### src/rtl/seg_scan_driver_if.sv
// Display-side bus of the segment scanner: BCD digits and display options in,
// pin-level segment/anode drive and the frame strobe out.
interface seg_scan_driver_if;
  logic [3:0] Dig0;
  logic [3:0] Dig1;
  logic [3:0] Dig2;
  logic [3:0] Dig3;
  logic       Blank_lz;
  logic [3:0] Dp_mask;
  logic [6:0] Seg;
  logic       Dp;
  logic [3:0] An;
  logic       Frame;

  modport master (
    output Dig0, Dig1, Dig2, Dig3, Blank_lz, Dp_mask,
    input  Seg, Dp, An, Frame
  );

  modport slave (
    input  Dig0, Dig1, Dig2, Dig3, Blank_lz, Dp_mask,
    output Seg, Dp, An, Frame
  );
endinterface

### src/rtl/seg_scan_driver.sv
// Time-multiplexes four BCD digits onto a common-anode 7-segment display with a
// per-frame input snapshot, leading-zero blanking and per-slot anti-ghost blanking.
//
//   state | meaning
//   SLOT0 | rightmost digit (Dig0) selected
//   SLOT1 | digit 1 selected
//   SLOT2 | digit 2 selected
//   SLOT3 | leftmost digit (Dig3) selected; its last cycle reloads the snapshot
module seg_scan_driver #(
  parameter int REFRESH_DIV = 50000,
  parameter int BLANK_CYC   = 500,
  parameter bit ACTIVE_LOW  = 1'b1
) (
  input logic               Clock,
  input logic               Reset,
  seg_scan_driver_if.slave  bus
);

  localparam int DIV_W = $clog2(REFRESH_DIV);
  localparam logic [DIV_W-1:0] DIV_LAST  = DIV_W'(REFRESH_DIV - 1);
  localparam logic [DIV_W-1:0] BLANK_END = DIV_W'(BLANK_CYC);

  typedef enum logic [1:0] {SLOT0, SLOT1, SLOT2, SLOT3} slot_t;

  slot_t            slot;
  logic [DIV_W-1:0] div_cnt;
  logic             load_pend;
  logic [3:0]       snap_d0, snap_d1, snap_d2, snap_d3;
  logic [3:0]       snap_dp;
  logic             snap_lz;

  logic [6:0]       seg_q;
  logic             dp_q;
  logic [3:0]       an_q;
  logic             frame_q;

  logic [3:0]       cur_dig;
  logic             cur_blank;
  logic             cur_dp;
  logic [6:0]       seg_hi;
  logic [3:0]       an_hi;
  logic             lz3, lz2, lz1;
  logic             wrap;

  function automatic logic [6:0] decode(input logic [3:0] d);
    logic [6:0] s;
    s = 7'h40;
    case (d)
      4'd0: s = 7'h3F;
      4'd1: s = 7'h06;
      4'd2: s = 7'h5B;
      4'd3: s = 7'h4F;
      4'd4: s = 7'h66;
      4'd5: s = 7'h6D;
      4'd6: s = 7'h7D;
      4'd7: s = 7'h07;
      4'd8: s = 7'h7F;
      4'd9: s = 7'h6F;
      default: s = 7'h40;
    endcase
    return s;
  endfunction

  // Blanking chains from the left: a digit may only be blanked if every digit above it is
  assign lz3  = snap_lz && (snap_d3 == 4'd0);
  assign lz2  = lz3 && (snap_d2 == 4'd0);
  assign lz1  = lz2 && (snap_d1 == 4'd0);
  assign wrap = (div_cnt == DIV_LAST) && (slot == SLOT3);

  always_comb begin
    cur_dig   = snap_d0;
    cur_blank = 1'b0;
    cur_dp    = snap_dp[0];
    case (slot)
      SLOT0: begin cur_dig = snap_d0; cur_blank = 1'b0; cur_dp = snap_dp[0]; end
      SLOT1: begin cur_dig = snap_d1; cur_blank = lz1;  cur_dp = snap_dp[1]; end
      SLOT2: begin cur_dig = snap_d2; cur_blank = lz2;  cur_dp = snap_dp[2]; end
      SLOT3: begin cur_dig = snap_d3; cur_blank = lz3;  cur_dp = snap_dp[3]; end
      default: begin cur_dig = snap_d0; cur_blank = 1'b0; cur_dp = snap_dp[0]; end
    endcase
    seg_hi = cur_blank ? 7'h00 : decode(cur_dig);
    an_hi  = (div_cnt < BLANK_END) ? 4'b0000 : (4'b0001 << slot);
  end

  always_ff @(posedge Clock or posedge Reset) begin
    if (Reset) begin
      div_cnt   <= '0;
      slot      <= SLOT0;
      load_pend <= 1'b1;
      snap_d0   <= '0;
      snap_d1   <= '0;
      snap_d2   <= '0;
      snap_d3   <= '0;
      snap_dp   <= '0;
      snap_lz   <= 1'b0;
      seg_q     <= {7{ACTIVE_LOW}};
      dp_q      <= ACTIVE_LOW;
      an_q      <= {4{ACTIVE_LOW}};
      frame_q   <= 1'b0;
    end else begin
      if (div_cnt == DIV_LAST) begin
        div_cnt <= '0;
        case (slot)
          SLOT0:   slot <= SLOT1;
          SLOT1:   slot <= SLOT2;
          SLOT2:   slot <= SLOT3;
          default: slot <= SLOT0;
        endcase
      end else begin
        div_cnt <= div_cnt + DIV_W'(1);
      end

      // load_pend gives a fresh snapshot on the first edge out of reset
      if (load_pend || wrap) begin
        snap_d0   <= bus.Dig0;
        snap_d1   <= bus.Dig1;
        snap_d2   <= bus.Dig2;
        snap_d3   <= bus.Dig3;
        snap_dp   <= bus.Dp_mask;
        snap_lz   <= bus.Blank_lz;
        load_pend <= 1'b0;
        frame_q   <= 1'b1;
      end else begin
        frame_q   <= 1'b0;
      end

      seg_q <= seg_hi ^ {7{ACTIVE_LOW}};
      dp_q  <= cur_dp ^ ACTIVE_LOW;
      an_q  <= an_hi ^ {4{ACTIVE_LOW}};
    end
  end

  assign bus.Seg   = seg_q;
  assign bus.Dp    = dp_q;
  assign bus.An    = an_q;
  assign bus.Frame = frame_q;

endmodule

### src/flat_wrapper.sv
// flat-port wrapper written by rule: the top's interface ports become plain ports
module seg_scan_driver_flat 
#(
  parameter int REFRESH_DIV = 50000,
  parameter int BLANK_CYC   = 500,
  parameter bit ACTIVE_LOW  = 1'b1
)
  (Clock, Reset, bus_Dig0, bus_Dig1, bus_Dig2, bus_Dig3, bus_Blank_lz, bus_Dp_mask, bus_Seg, bus_Dp, bus_An, bus_Frame);
  seg_scan_driver_if bus_i ();
  input logic Clock;
  input logic Reset;
  input wire logic [$bits(bus_i.Dig0)-1:0] bus_Dig0;
  input wire logic [$bits(bus_i.Dig1)-1:0] bus_Dig1;
  input wire logic [$bits(bus_i.Dig2)-1:0] bus_Dig2;
  input wire logic [$bits(bus_i.Dig3)-1:0] bus_Dig3;
  input wire logic [$bits(bus_i.Blank_lz)-1:0] bus_Blank_lz;
  input wire logic [$bits(bus_i.Dp_mask)-1:0] bus_Dp_mask;
  output wire logic [$bits(bus_i.Seg)-1:0] bus_Seg;
  output wire logic [$bits(bus_i.Dp)-1:0] bus_Dp;
  output wire logic [$bits(bus_i.An)-1:0] bus_An;
  output wire logic [$bits(bus_i.Frame)-1:0] bus_Frame;
  assign bus_i.Dig0 = bus_Dig0;
  assign bus_i.Dig1 = bus_Dig1;
  assign bus_i.Dig2 = bus_Dig2;
  assign bus_i.Dig3 = bus_Dig3;
  assign bus_i.Blank_lz = bus_Blank_lz;
  assign bus_i.Dp_mask = bus_Dp_mask;
  assign bus_Seg = bus_i.Seg;
  assign bus_Dp = bus_i.Dp;
  assign bus_An = bus_i.An;
  assign bus_Frame = bus_i.Frame;
  seg_scan_driver #(.REFRESH_DIV(REFRESH_DIV), .BLANK_CYC(BLANK_CYC), .ACTIVE_LOW(ACTIVE_LOW)) u_core (.Clock(Clock), .Reset(Reset), .bus(bus_i));
endmodule
### config.mk
export PLATFORM = sky130hd
export DESIGN_NAME = seg_scan_driver_flat
export DESIGN_NICKNAME = d
export VERILOG_FILES = /design/src/rtl/seg_scan_driver_if.sv /design/src/rtl/seg_scan_driver.sv /design/src/flat_wrapper.sv
export SDC_FILE = /design/constraint.sdc
export NUM_CORES = 1
export LEC_CHECK = 0
export BUFFER_PORTS_ARGS = -buffer_cell sky130_fd_sc_hd__buf_2
export CORE_UTILIZATION = 56
export CTS_CLUSTER_DIAMETER = 80
export DETAILED_ROUTE_END_ITERATION = 8
export PLACE_DENSITY = 0.75
export SYNTH_ARGS = -nofsm -noshare
export SYNTH_HDL_FRONTEND = slang
export SYNTH_SLANG_ARGS = --single-unit
export TNS_END_PERCENT = 100
### constraint.sdc
create_clock -name Clock -period 2.95 [get_ports Clock]
set_input_delay 0.885 -clock Clock [delete_from_list [all_inputs] [get_ports Clock]]
set_output_delay 0.885 -clock Clock [all_outputs]
set_load 0.05 [all_outputs]
; ---- Yosys cells after proc, flatten, opt, wreduce, memory -nomap -nowiden
; Memory sizes are Yosys's and may differ from the RTL's.
; Index checks and enable logic that the tools add are counted.
[classes]
n_addsub = 1
n_lt_le_gt_ge = 1
n_eq_ne = 4
n_shift = 1
mux = 8
n_bitwise = 3
n_reduce_logical = 9
[op_table]
columns = cell, n
row1 = $add 16x1->16 const B, 1
row2 = $eq 16x16->1 const B, 1
row3 = $lt 16x9->1 const B, 1
row4 = $mux 16, 1
row5 = $pmux 4 s4, 1
row6 = $logic_not 4->1, 3
row7 = $pmux 1 s4, 2
row8 = $mux 7, 1
row9 = $not 7->7, 1
row10 = $pmux 2 s3, 1
row11 = $eq 2x2->1 const B, 2
row12 = $logic_and 1x1->1, 4
row13 = $mux 4, 1
row14 = $not 4->4, 1
row15 = $shl 1x2->4 const A, 1
row16 = $eq 2x1->1 const B, 1
row17 = $logic_not 2->1, 1
row18 = $logic_or 1x1->1, 1
row19 = $mux 1, 1
row20 = $not 1->1, 1
[word_totals]
reg_bits = 53
romBits = 112
input_bits = 23
wordCells = 41
memories = 1
[memory_table]
columns = memory, depth, word_bits, read_ports, rd_clocked_by_memory_dff, write_ports, line_no
row1 = (no name shown), 16, 7, 1, 0, 0, seg_scan_driver.sv:48  ; case (d)

; ---- Longest topological paths before layout
; Gate-level depths: netlist (run 1).
[depth]
depth_word = 7
depth_mapped = 10
depth_no_buf = 9

; ---- Least setup slack after synthesis (run 1)
; Ideal clock, no wire load.
[synth_path]
kind = register to register
start = reg u_core.slot[0]
end = reg u_core.seg_q[4], in the netlist u_core.bus.Seg[4]
setup_ps = 79
arrival_ps = 2097
required_time_ps = 2871
path_slack_ps = 774
path_stages_with_launch = 11
n_path_buf = 1
synth_period_minus_slack_ps = 2176
path_cell_list = dfrtp_1 -> inv_1 -> ha_1 -> buf_2 -> a222oi_1 -> a21oi_1 -> inv_1 -> ha_1 -> a211o_1 -> o211a_1 -> o21ai_0
[synth_between]
elab_chain_len = 5
word_cells_on_any_way = 9
classes_between = eq/ne: 3 / mux: 3 / bitwise: 1 / reduce/logical: 1 / memory: 1
[synth_rtl]
columns = element, line_no
row1 = from (decl), seg_scan_driver.sv:25  ; slot_t slot;
row2 = from (signal assigned), seg_scan_driver.sv:88  ; slot <= SLOT0;
row3 = from (signal assigned), seg_scan_driver.sv:104  ; SLOT0: slot <= SLOT1;
row4 = from (signal assigned), seg_scan_driver.sv:105  ; SLOT1: slot <= SLOT2;
row5 = "$eq 2x2->1, or another cell as far along", seg_scan_driver.sv:74  ; case (slot)
row6 = $pmux 4 s4, seg_scan_driver.sv:74
row7 = $mem_v2 16x7, --
row8 = $mux 7 (*), seg_scan_driver.sv:81  ; seg_hi = cur_blank ? 7'h00 : decode(cur_dig);
row9 = $not 7->7 (no line) (*), --
row10 = to (signal assigned), seg_scan_driver.sv:96  ; seg_q <= {7{ACTIVE_LOW}};
row11 = to (signal assigned), seg_scan_driver.sv:127  ; seg_q <= seg_hi ^ {7{ACTIVE_LOW}};
row12 = to (decl), seg_scan_driver.sv:32  ; logic [6:0] seg_q;
; Every way passes the cells marked *; elsewhere a longest branch is shown, timed or not.
; A chain may end at the register's enable or synchronous reset.

; ---- Worst setup path in the final report (run 1)
; Same ends and word-level chain as after synthesis.

==> impl_metrics.env, run 1 <==
export IMPL_grt_pass1_vias=1504
export IMPL_ys_ff_latch=53
export IMPL_die_h_um=68.8
export IMPL_postSynthNetCount=239
export IMPL_synth_edf_count=0
export IMPL_powerDensity_mw_per_mm2=500
export IMPL_syn2layout_area_growth_pct=12.5
export IMPL_drtIter0Drc=152
export IMPL_hold_ws_ps=481
export IMPL_leakage_uw=0.00128
export IMPL_antenna_cells=0
export IMPL_finalClockSkew_ps=2.83
export IMPL_finalCriticalPeriod_ps=2580
export IMPL_cts_resized=0
export IMPL_drt_wl_total_um=4410
export IMPL_crit_path_start_kind="flip-flop"
export IMPL_crit_reg2reg_launch="u_core.slot[0]"
export IMPL_ys_warn_count=0
export IMPL_coreArea_mm2=0.00414
export IMPL_post_drt_via_cell_ratio=5.62
export IMPL_ys_types=41
export IMPL_antenna_found_initial=0
export IMPL_worstSetupEndpointType="flip-flop"
export IMPL_dr_pass1_iters=4
export IMPL_grt_usage_pct=21.7
export IMPL_ioPinCount=36
export IMPL_clk_path_buf_depth=2
export IMPL_drcViolationCount=0
export IMPL_synth_async_sr_flop_share_pct=100
export IMPL_reg2reg_slack_ps=370
export IMPL_routedWlPerCell_um=14.9
export IMPL_syn_cell_area_mm2=0.00250
export IMPL_cts_root_buf="clkbuf_8"
export IMPL_grt_first_pass_wirelength_um=7340
export IMPL_cts_tree="built"
export IMPL_min_from="u_core.div_cnt[0]"
export IMPL_syn_area_per_cell_um2=12.1
export IMPL_rsz0062_at_grt="false"
export IMPL_finalCritPeriodShare_pct=87.5
export IMPL_row_count=23
export IMPL_worstSkewPairLatency_ps=300
export IMPL_die_w_um=68.8
export IMPL_status="complete, no violations"
export IMPL_grt_ovfl_total=0
export IMPL_cts_buffers=5
export IMPL_drv_slew=0
export IMPL_post_cts_buffers=0
export IMPL_synthCells=206
export IMPL_fin_nets=278
export IMPL_dieArea_mm2=0.00474
export IMPL_start_util_pct=60.4
export IMPL_place_gp_congestion=0.883
export IMPL_max_freq_mhz=387
export IMPL_via_count=1663
export IMPL_fin_tns_setup_ps=0
export IMPL_crit_type="flip-flop to flip-flop"
export IMPL_max_vdd_ir_drop_mv=0.284
export IMPL_hp_class="flip-flop to flip-flop"
export IMPL_synthFlopType="dfrtp_1"
export IMPL_postCtsHoldBufs=0
export IMPL_tightest_slew_ps=696
export IMPL_r2r_end="u_core.bus.Seg[4]"
export IMPL_r2r_cells=9
export IMPL_dp_hpwl_um=3220
export IMPL_maxSlewHeadroom_pct=53.6
export IMPL_grt_max_degree=39
export IMPL_ys_seq_area_share_pct=53.7
export IMPL_cts_sinks=53
export IMPL_io_buffers=35
export IMPL_finalHoldViolations=0
export IMPL_setup_violations=0
export IMPL_path_clk_slew_ps=80
export IMPL_h_tree_depth=2
export IMPL_hold_depth=1
export IMPL_antenna_left=0
export IMPL_min_to="u_core.div_cnt[0]"
export IMPL_fill_cells=341
export IMPL_max_cap_viol_count=0
export IMPL_final_layout_size_suffix_gt1_share_pct=35.0
export IMPL_cp_required_ps=3180
export IMPL_crit_fanout=8
export IMPL_arrival_ps=2810
==> worst max path at each step <==
stage | from | to | slack [ps] | depth (start not counted)
floorplan | u_core.slot[0] | u_core.bus.Seg[4] | 770 | 10
global placement | u_core.slot[0] | u_core.bus.Seg[4] | 560 | 9
detailed placement | u_core.slot[1] | u_core.bus.Seg[4] | 430 | 9
CTS | u_core.slot[1] | u_core.bus.Seg[4] | 400 | 9
global route | u_core.slot[0] | u_core.bus.Seg[4] | 180 | 9
finish | u_core.slot[0] | u_core.bus.Seg[4] | 370 | 9
==> final cells by class <==
type | count | area [um^2] | area share [%]
clock buffer | 8 | 80.1 | 2.85
inverter | 15 | 56.3 | 2.00
multi-input combinational | 132 | 1070 | 38.2
sequential | 53 | 1340 | 47.7
tap | 50 | 62.6 | 2.22
timing repair buffer | 38 | 198 | 7.03
==> sequential cells by signal, summed over array words and instances, names as in the netlist, 2 cells and up <==
| signal | cells |
|---|---|
| u_core.bus.An | 4 |
| u_core.bus.Seg | 7 |
| u_core.div_cnt | 16 |
| u_core.slot | 2 |
| u_core.snap_d0 | 4 |
| u_core.snap_d1 | 4 |
| u_core.snap_d2 | 4 |
| u_core.snap_d3 | 4 |
| u_core.snap_dp | 4 |
==> through the flow <==
stage	instance area, um^2	worst slack [ps]	instances	util [%]	total power [uW]
floorplan	2500	774	206	-	982
global placement	2730	556	288	65.9	1040
detailed placement	2730	430	288	65.9	1040
CTS	2810	402	296	67.9	1430
global route	2810	180	296	67.9	1480
finish	2810	368	296	67.9	1410
==> per-layer routing <==
layer / global-route usage [%] / wire length (um) / vias up
li1: - / - / 813
met1: 31.3 / 2180 / 803
met2: 30.1 / 1980 / 40
met3: 6.58 / 184 / 7
met4: 9.18 / 68 / 0
met5: 0 / 0 / -
==> cells by family (layout without fill, tap and decap cells) <==
kind of cell    Yosys count  count (layout)  synth area share (%)
fa+ha+maj                10              10                  5.00
flops                    53              53                  53.7
xor+xnor                 11              11                  3.85
compound gates           34              34                  10.5
other cells               1               1                 0.150
mux                      27              27                  12.0
simple gates             49              49                  11.5
buf+inv                  21              61                  3.40
==> Yosys cell counts, types with 4 or more instances <==
library cell	instances	area (um^2)
nand2_1	8	30.0
xnor2_1	5	43.8
and4_1	4	35.0
a21oi_1	7	35.0
o21ai_0	8	40.0
mux2i_1	4	40.0
ha_1	10	125
dfstp_2	13	342
nor2_1	10	37.5
dfrtp_1	40	1000
nand3_1	8	40.0
inv_1	15	56.3
mux2_2	23	259
buf_2	5	25.0
xor2_1	6	52.6
==> power by group <==
| part | internal, uW | switching (uW) | total, uW |
|---|---|---|---|
| clock | 169 | 213 | 381 |
| sequential | 786 | 28.1 | 814 |
| combinational | 75.6 | 135 | 211 |
| total | 1030 | 376 | 1410 |
==> layout by cell type, fill, tap and decap left out, drive strengths merged, types with 5 or more instances in the layout <==
master  Yosys  layout
inv        15      15
xnor2       5       5
clkbuf      1       8
dfstp      13      13
nand2       9       9
nand3       8       8
o21ai       8       8
dfrtp      40      40
ha         10      10
nor2       10      10
buf         5      38
a21oi       9       9
xor2        6       6
mux2       23      23
==> critical path, cell delays in order, from the launching register on <==
cell	delay, ps
dfrtp_1	410
inv_1	110
ha_1	330
a222oi_1	170
a21oi_1	510
inv_1	170
ha_1	260
a211o_1	270
o211a_1	100
o21ai_0	170
Note: power is estimated with default switching activity, not from simulation.
==> run 2, diff against run 1 <==
--- a/config.mk
+++ b/config.mk
@@ -5,10 +5,10 @@
 export SDC_FILE = /design/constraint.sdc
 export NUM_CORES = 1
 export LEC_CHECK = 0
-export BUFFER_PORTS_ARGS = -buffer_cell sky130_fd_sc_hd__buf_2
-export CORE_UTILIZATION = 56
+export CORE_UTILIZATION = 62
 export CTS_CLUSTER_DIAMETER = 80
 export DETAILED_ROUTE_END_ITERATION = 8
+export DONT_BUFFER_PORTS = 1
 export PLACE_DENSITY = 0.75
 export SYNTH_ARGS = -nofsm -noshare
 export SYNTH_HDL_FRONTEND = slang
==> run 2 against run 1 <==
  * Utilization grew 1.9 points
  * First-iteration DRC count fell by 11%
  * Design area decreased by 6.5%
  * Count of clock-buffer cells in the layout shrank 2
  * Largest cell class unchanged
  * Hold slack worse by 75 ps
  * Flip-flop and latch count did not move
  * Cell count shrank 13%
==> impl_metrics.env, run 2 (same netlist as run 1, synthesis figures left out) <==
export IMPL_final_util_pct=69.7
export IMPL_crit_chain="inv_1, ha_1, a222oi_1, a21oi_1, inv_1, ha_1, a211o_1, o211a_1, o21ai_0"
export IMPL_crit_path_start_kind="flip-flop"
export IMPL_path_clk_slew_ps=90
export IMPL_largest_reg_flops=16
export IMPL_status="complete, no violations"
export IMPL_arrival_ps=2850
export IMPL_max_cap_viol_count=0
export IMPL_cp_required_ps=3190
export IMPL_powerDensity_mw_per_mm2=529
export IMPL_hold_ws_ps=407
export IMPL_post_drt_via_cell_ratio=6.10
export IMPL_grt_usage_pct=24.2
export IMPL_syn2layout_area_growth_pct=5.15
export IMPL_layout_commonest_cell="dfrtp_1"
export IMPL_cpPeakStageDelay_ps=540
export IMPL_postCtsHoldBufs=0
export IMPL_place_ws_ps=386
export IMPL_cts_resized=0
export IMPL_grt_pass1_vias=1555
export IMPL_rsz0062_at_grt="false"
export IMPL_top_register="u_core.div_cnt"
export IMPL_fill_cells=278
export IMPL_dp_hpwl_um=3360
export IMPL_place_gp_congestion=0.982
export IMPL_via_count=1575
export IMPL_coreArea_mm2=0.00377
export IMPL_layout_common_cells="dfrtp_1, mux2_2, inv_1, dfstp_2"
export IMPL_row_count=22
export IMPL_layout_setup_ws_ps=338
export IMPL_cts_buffers=5
export IMPL_worstSetupEndpointType="flip-flop"
export IMPL_drv_slew=0
export IMPL_dr_pass1_iters=4
export IMPL_worstSkewPairLatency_ps=310
export IMPL_finalClockSkew_ps=7.50
export IMPL_crit_fanout=8
export IMPL_routedWlPerCell_um=17.6
export IMPL_grt_max_degree=39
export IMPL_tightest_slew_ps=702
export IMPL_crit_type="flip-flop to flip-flop"
export IMPL_finalCriticalPeriod_ps=2610
export IMPL_die_h_um=65.5
export IMPL_leakage_uw=0.00115
export IMPL_cpLargestDelayFamily="compound AO/OA/AOI/OAI gates"
export IMPL_start_util_pct=66.3
export IMPL_grt_first_pass_wirelength_um=7590
export IMPL_cts_root_buf="clkbuf_8"
export IMPL_fin_tns_setup_ps=0
export IMPL_grt_ovfl_total=0
export IMPL_finalNonFillerCells=258
export IMPL_cts_sinks=53
export IMPL_slowest_stage="a21oi_1"
export IMPL_finalHoldViolations=0
export IMPL_final_layout_size_suffix_gt1_share_pct=24.8
export IMPL_hp_class="input port to async pin"
export IMPL_finalCritPeriodShare_pct=88.5
export IMPL_fin_nets=242
export IMPL_io_buffers=0
export IMPL_drtIter0Drc=136
export IMPL_place_inst=250
export IMPL_max_freq_mhz=383
export IMPL_antenna_cells=0
export IMPL_antenna_found_initial=0
export IMPL_drt_wl_total_um=4530
export IMPL_maxSlewHeadroom_pct=53.2
export IMPL_dieArea_mm2=0.00429
export IMPL_die_w_um=65.5
export IMPL_cts_tree="built"
export IMPL_setup_violations=0
export IMPL_path_buf_inv=2
export IMPL_antenna_left=0
export IMPL_h_tree_depth=2
export IMPL_max_vdd_ir_drop_mv=0.343
export IMPL_post_cts_buffers=0
export IMPL_ioPinCount=36
export IMPL_clk_path_buf_depth=2
export IMPL_drcViolationCount=0
==> run 2: changes by cell type in the layout (fill, tap and decap cells not counted) <==
cell	change
clkbuf_1	-2
buf_4	-1
buf_2	-35
clkinv_2	+2
==> run 2: power by group <==
group | internal [uW] | total [uW] | switching [uW]
combinational | 52.7 | 116 | 63.6
clock | 165 | 390 | 225
sequential | 790 | 886 | 96.3
==> run 2: routing by layer <==
layer,wire length [um],track usage (%),up-vias
li1,-,-,738
met1,2060,35.1,769
met2,2110,35.1,57
met3,265,5.73,11
met4,91,9.78,0
met5,0,0,-
==> run 2: final timing paths <==
check,slack (ps),to,startpoint,depth (start not counted)
setup / recovery,340,u_core.bus.Seg[4],u_core.slot[0],9
hold / removal,410,u_core.div_cnt[13],Reset,1
setup reg to reg,340,u_core.bus.Seg[4],u_core.slot[0],9
hold reg to reg,490,u_core.div_cnt[0],u_core.div_cnt[0],1
max in group asynchronous,1740,u_core.bus.Dp,Reset,2
min in group Clock,490,u_core.div_cnt[0],u_core.div_cnt[0],1
==> run 2: through the flow <==
stage	power, uW	instance area (um^2)
2_1_floorplan	982	2500
3_3_place_gp	1010	2550
3_5_place_dp	1020	2550
4_1_cts	1400	2630
5_1_grt	1450	2630
6_report	1390	2630
==> run 2: layout make-up <==
type                       instances  area, um^2  share of cell area (%)
clock buffer                       6        72.6                    2.76
clock inverter                     2        10.0                   0.381
inverter                          15        56.3                    2.14
multi-input combinational        132        1070                    40.8
sequential                        53        1340                    51.0
tap                               48        60.1                    2.28
timing repair buffer               2        15.0                   0.571
==> run 3, diff against run 2 <==
--- a/config.mk
+++ b/config.mk
@@ -5,11 +5,11 @@
 export SDC_FILE = /design/constraint.sdc
 export NUM_CORES = 1
 export LEC_CHECK = 0
-export CORE_UTILIZATION = 62
+export CORE_UTILIZATION = 45
 export CTS_CLUSTER_DIAMETER = 80
 export DETAILED_ROUTE_END_ITERATION = 8
 export DONT_BUFFER_PORTS = 1
-export PLACE_DENSITY = 0.75
+export PLACE_DENSITY = 0.57
 export SYNTH_ARGS = -nofsm -noshare
 export SYNTH_HDL_FRONTEND = slang
 export SYNTH_SLANG_ARGS = --single-unit
==> run 3 against run 2 <==
  * Fmax rose by 0.37%
  * Worst setup slack gained 9.7 ps
  * First-iteration DRC count shrank 29%
  * Combinational power about the same
  * Hold slack gained 6.4 ps
==> impl_metrics.env, run 3 (same netlist as run 1, synthesis figures left out) <==
export IMPL_tightest_slew_ps=632
export IMPL_worstSetupEndpointType="flip-flop"
export IMPL_crit_type="flip-flop to flip-flop"
export IMPL_dr_pass1_iters=4
export IMPL_post_drt_via_cell_ratio=5.53
export IMPL_finalHoldViolations=0
export IMPL_routedWlPerCell_um=16.5
export IMPL_multi_input_area_mm2=0.00107
export IMPL_grt_use_met3_pct=5.03
export IMPL_final_area_mm2=0.00266
export IMPL_cp_required_ps=3180
export IMPL_cts_buffers=5
export IMPL_layout_setup_ws_ps=348
export IMPL_crit_path_start_kind="flip-flop"
export IMPL_fin_tns_setup_ps=0
export IMPL_dieArea_mm2=0.00586
export IMPL_fill_cells=478
export IMPL_register_area_mm2=0.00134
export IMPL_crit_chain="inv_1, ha_1, a222oi_1, a21oi_1, inv_1, ha_1, a211o_1, o211a_1, o21ai_0"
export IMPL_top_register="u_core.div_cnt"
export IMPL_cts_sinks=53
export IMPL_layout_commonest_cell="dfrtp_1"
export IMPL_slowest_stage="a21oi_1"
export IMPL_setup_violations=0
export IMPL_drcViolationCount=0
export IMPL_largest_reg_flops=16
export IMPL_antenna_cells=0
export IMPL_crit_fanout=8
export IMPL_max_vdd_ir_drop_mv=0.269
export IMPL_max_freq_mhz=384
export IMPL_grt_max_degree=38
export IMPL_die_w_um=76.6
export IMPL_cts_root_buf="clkbuf_8"
export IMPL_antenna_found_initial=0
export IMPL_path_clk_slew_ps=100
export IMPL_place_gp_congestion=0.828
export IMPL_final_layout_size_suffix_gt1_share_pct=25.2
export IMPL_final_util_pct=50.8
export IMPL_arrival_ps=2830
export IMPL_grt_first_pass_wirelength_um=7820
export IMPL_grt_use_met2_pct=25.0
export IMPL_place_ws_ps=441
export IMPL_post_cts_buffers=0
export IMPL_die_h_um=76.6
export IMPL_fin_nets=242
export IMPL_max_cap_viol_count=0
export IMPL_path_buf_inv=2
export IMPL_postCtsHoldBufs=0
export IMPL_place_area_mm2=0.00257
export IMPL_finalCriticalPeriod_ps=2600
export IMPL_via_count=1548
export IMPL_status="complete, no violations"
export IMPL_powerDensity_mw_per_mm2=526
export IMPL_cpPeakStageDelay_ps=520
export IMPL_hp_class="input port to async pin"
export IMPL_grt_pass1_vias=1582
export IMPL_start_util_pct=47.8
export IMPL_finalNonFillerCells=280
export IMPL_row_count=26
export IMPL_cts_resized=0
export IMPL_io_buffers=0
export IMPL_drtIter0Drc=96
export IMPL_leakage_uw=0.00115
export IMPL_drv_slew=0
export IMPL_layout_common_cells="dfrtp_1, mux2_2, inv_1, dfstp_2"
export IMPL_maxSlewHeadroom_pct=57.8
export IMPL_dp_hpwl_um=3350
export IMPL_clk_path_buf_depth=2
export IMPL_place_inst=272
export IMPL_cts_tree="built"
export IMPL_drt_wl_total_um=4620
export IMPL_rsz0062_at_grt="false"
export IMPL_ioPinCount=36
export IMPL_h_tree_depth=2
export IMPL_grt_ovfl_total=0
export IMPL_top_usage_layer="met2"
export IMPL_finalClockSkew_ps=6.84
export IMPL_cpLargestDelayFamily="compound AO/OA/AOI/OAI gates"
export IMPL_syn2layout_area_growth_pct=6.40
export IMPL_finalCritPeriodShare_pct=88.2
export IMPL_met1_usage_pct=24.8
export IMPL_grt_usage_pct=17.2
export IMPL_coreArea_mm2=0.00524
export IMPL_worstSkewPairLatency_ps=300
export IMPL_antenna_left=0
[run 3: path summary, 6_finish.rpt]
kind,start,end,slack [ps],cells past startpoint
worst max register to register,u_core.slot[0],u_core.bus.Seg[4],350,9
worst min register to register,u_core.snap_dp[0],u_core.bus.Dp,460,1
worst max-delay path,u_core.slot[0],u_core.bus.Seg[4],350,9
max in group asynchronous,Reset,u_core.bus.Dp,1740,2
worst min-delay path,Reset,u_core.snap_d1[3],410,1
min in group Clock,u_core.snap_dp[0],u_core.bus.Dp,460,1
[run 3: metal layers]
metal	vias up	part of all wire, %
met2	37	44
met4	0	1.0
met1	765	50
met3	7	4.8
met5	-	0
li1	739	-
[run 3: metrics by stage]
step	power (uW)	hold WS (ps)
after global routing	1460	437
after floorplan	982	385
final	1400	413
after detailed placement	1020	457
after global placement	1010	464
after CTS	1420	418
[run 3: final cells by class]
class | count | area share [%]
Clock buffer | 5 | 2.59
Clock inverter | 3 | 0.658
Inverter | 15 | 2.12
Multi-Input combinational cell | 132 | 40.3
Sequential cell | 53 | 50.4
Tap cell | 70 | 3.29
Timing Repair Buffer | 2 | 0.564
[run 3: report_power, final]
group,internal (uW),switching (uW)
registers,790,96.9
clock network,164,233
logic,52.7,62.5
total,1010,393
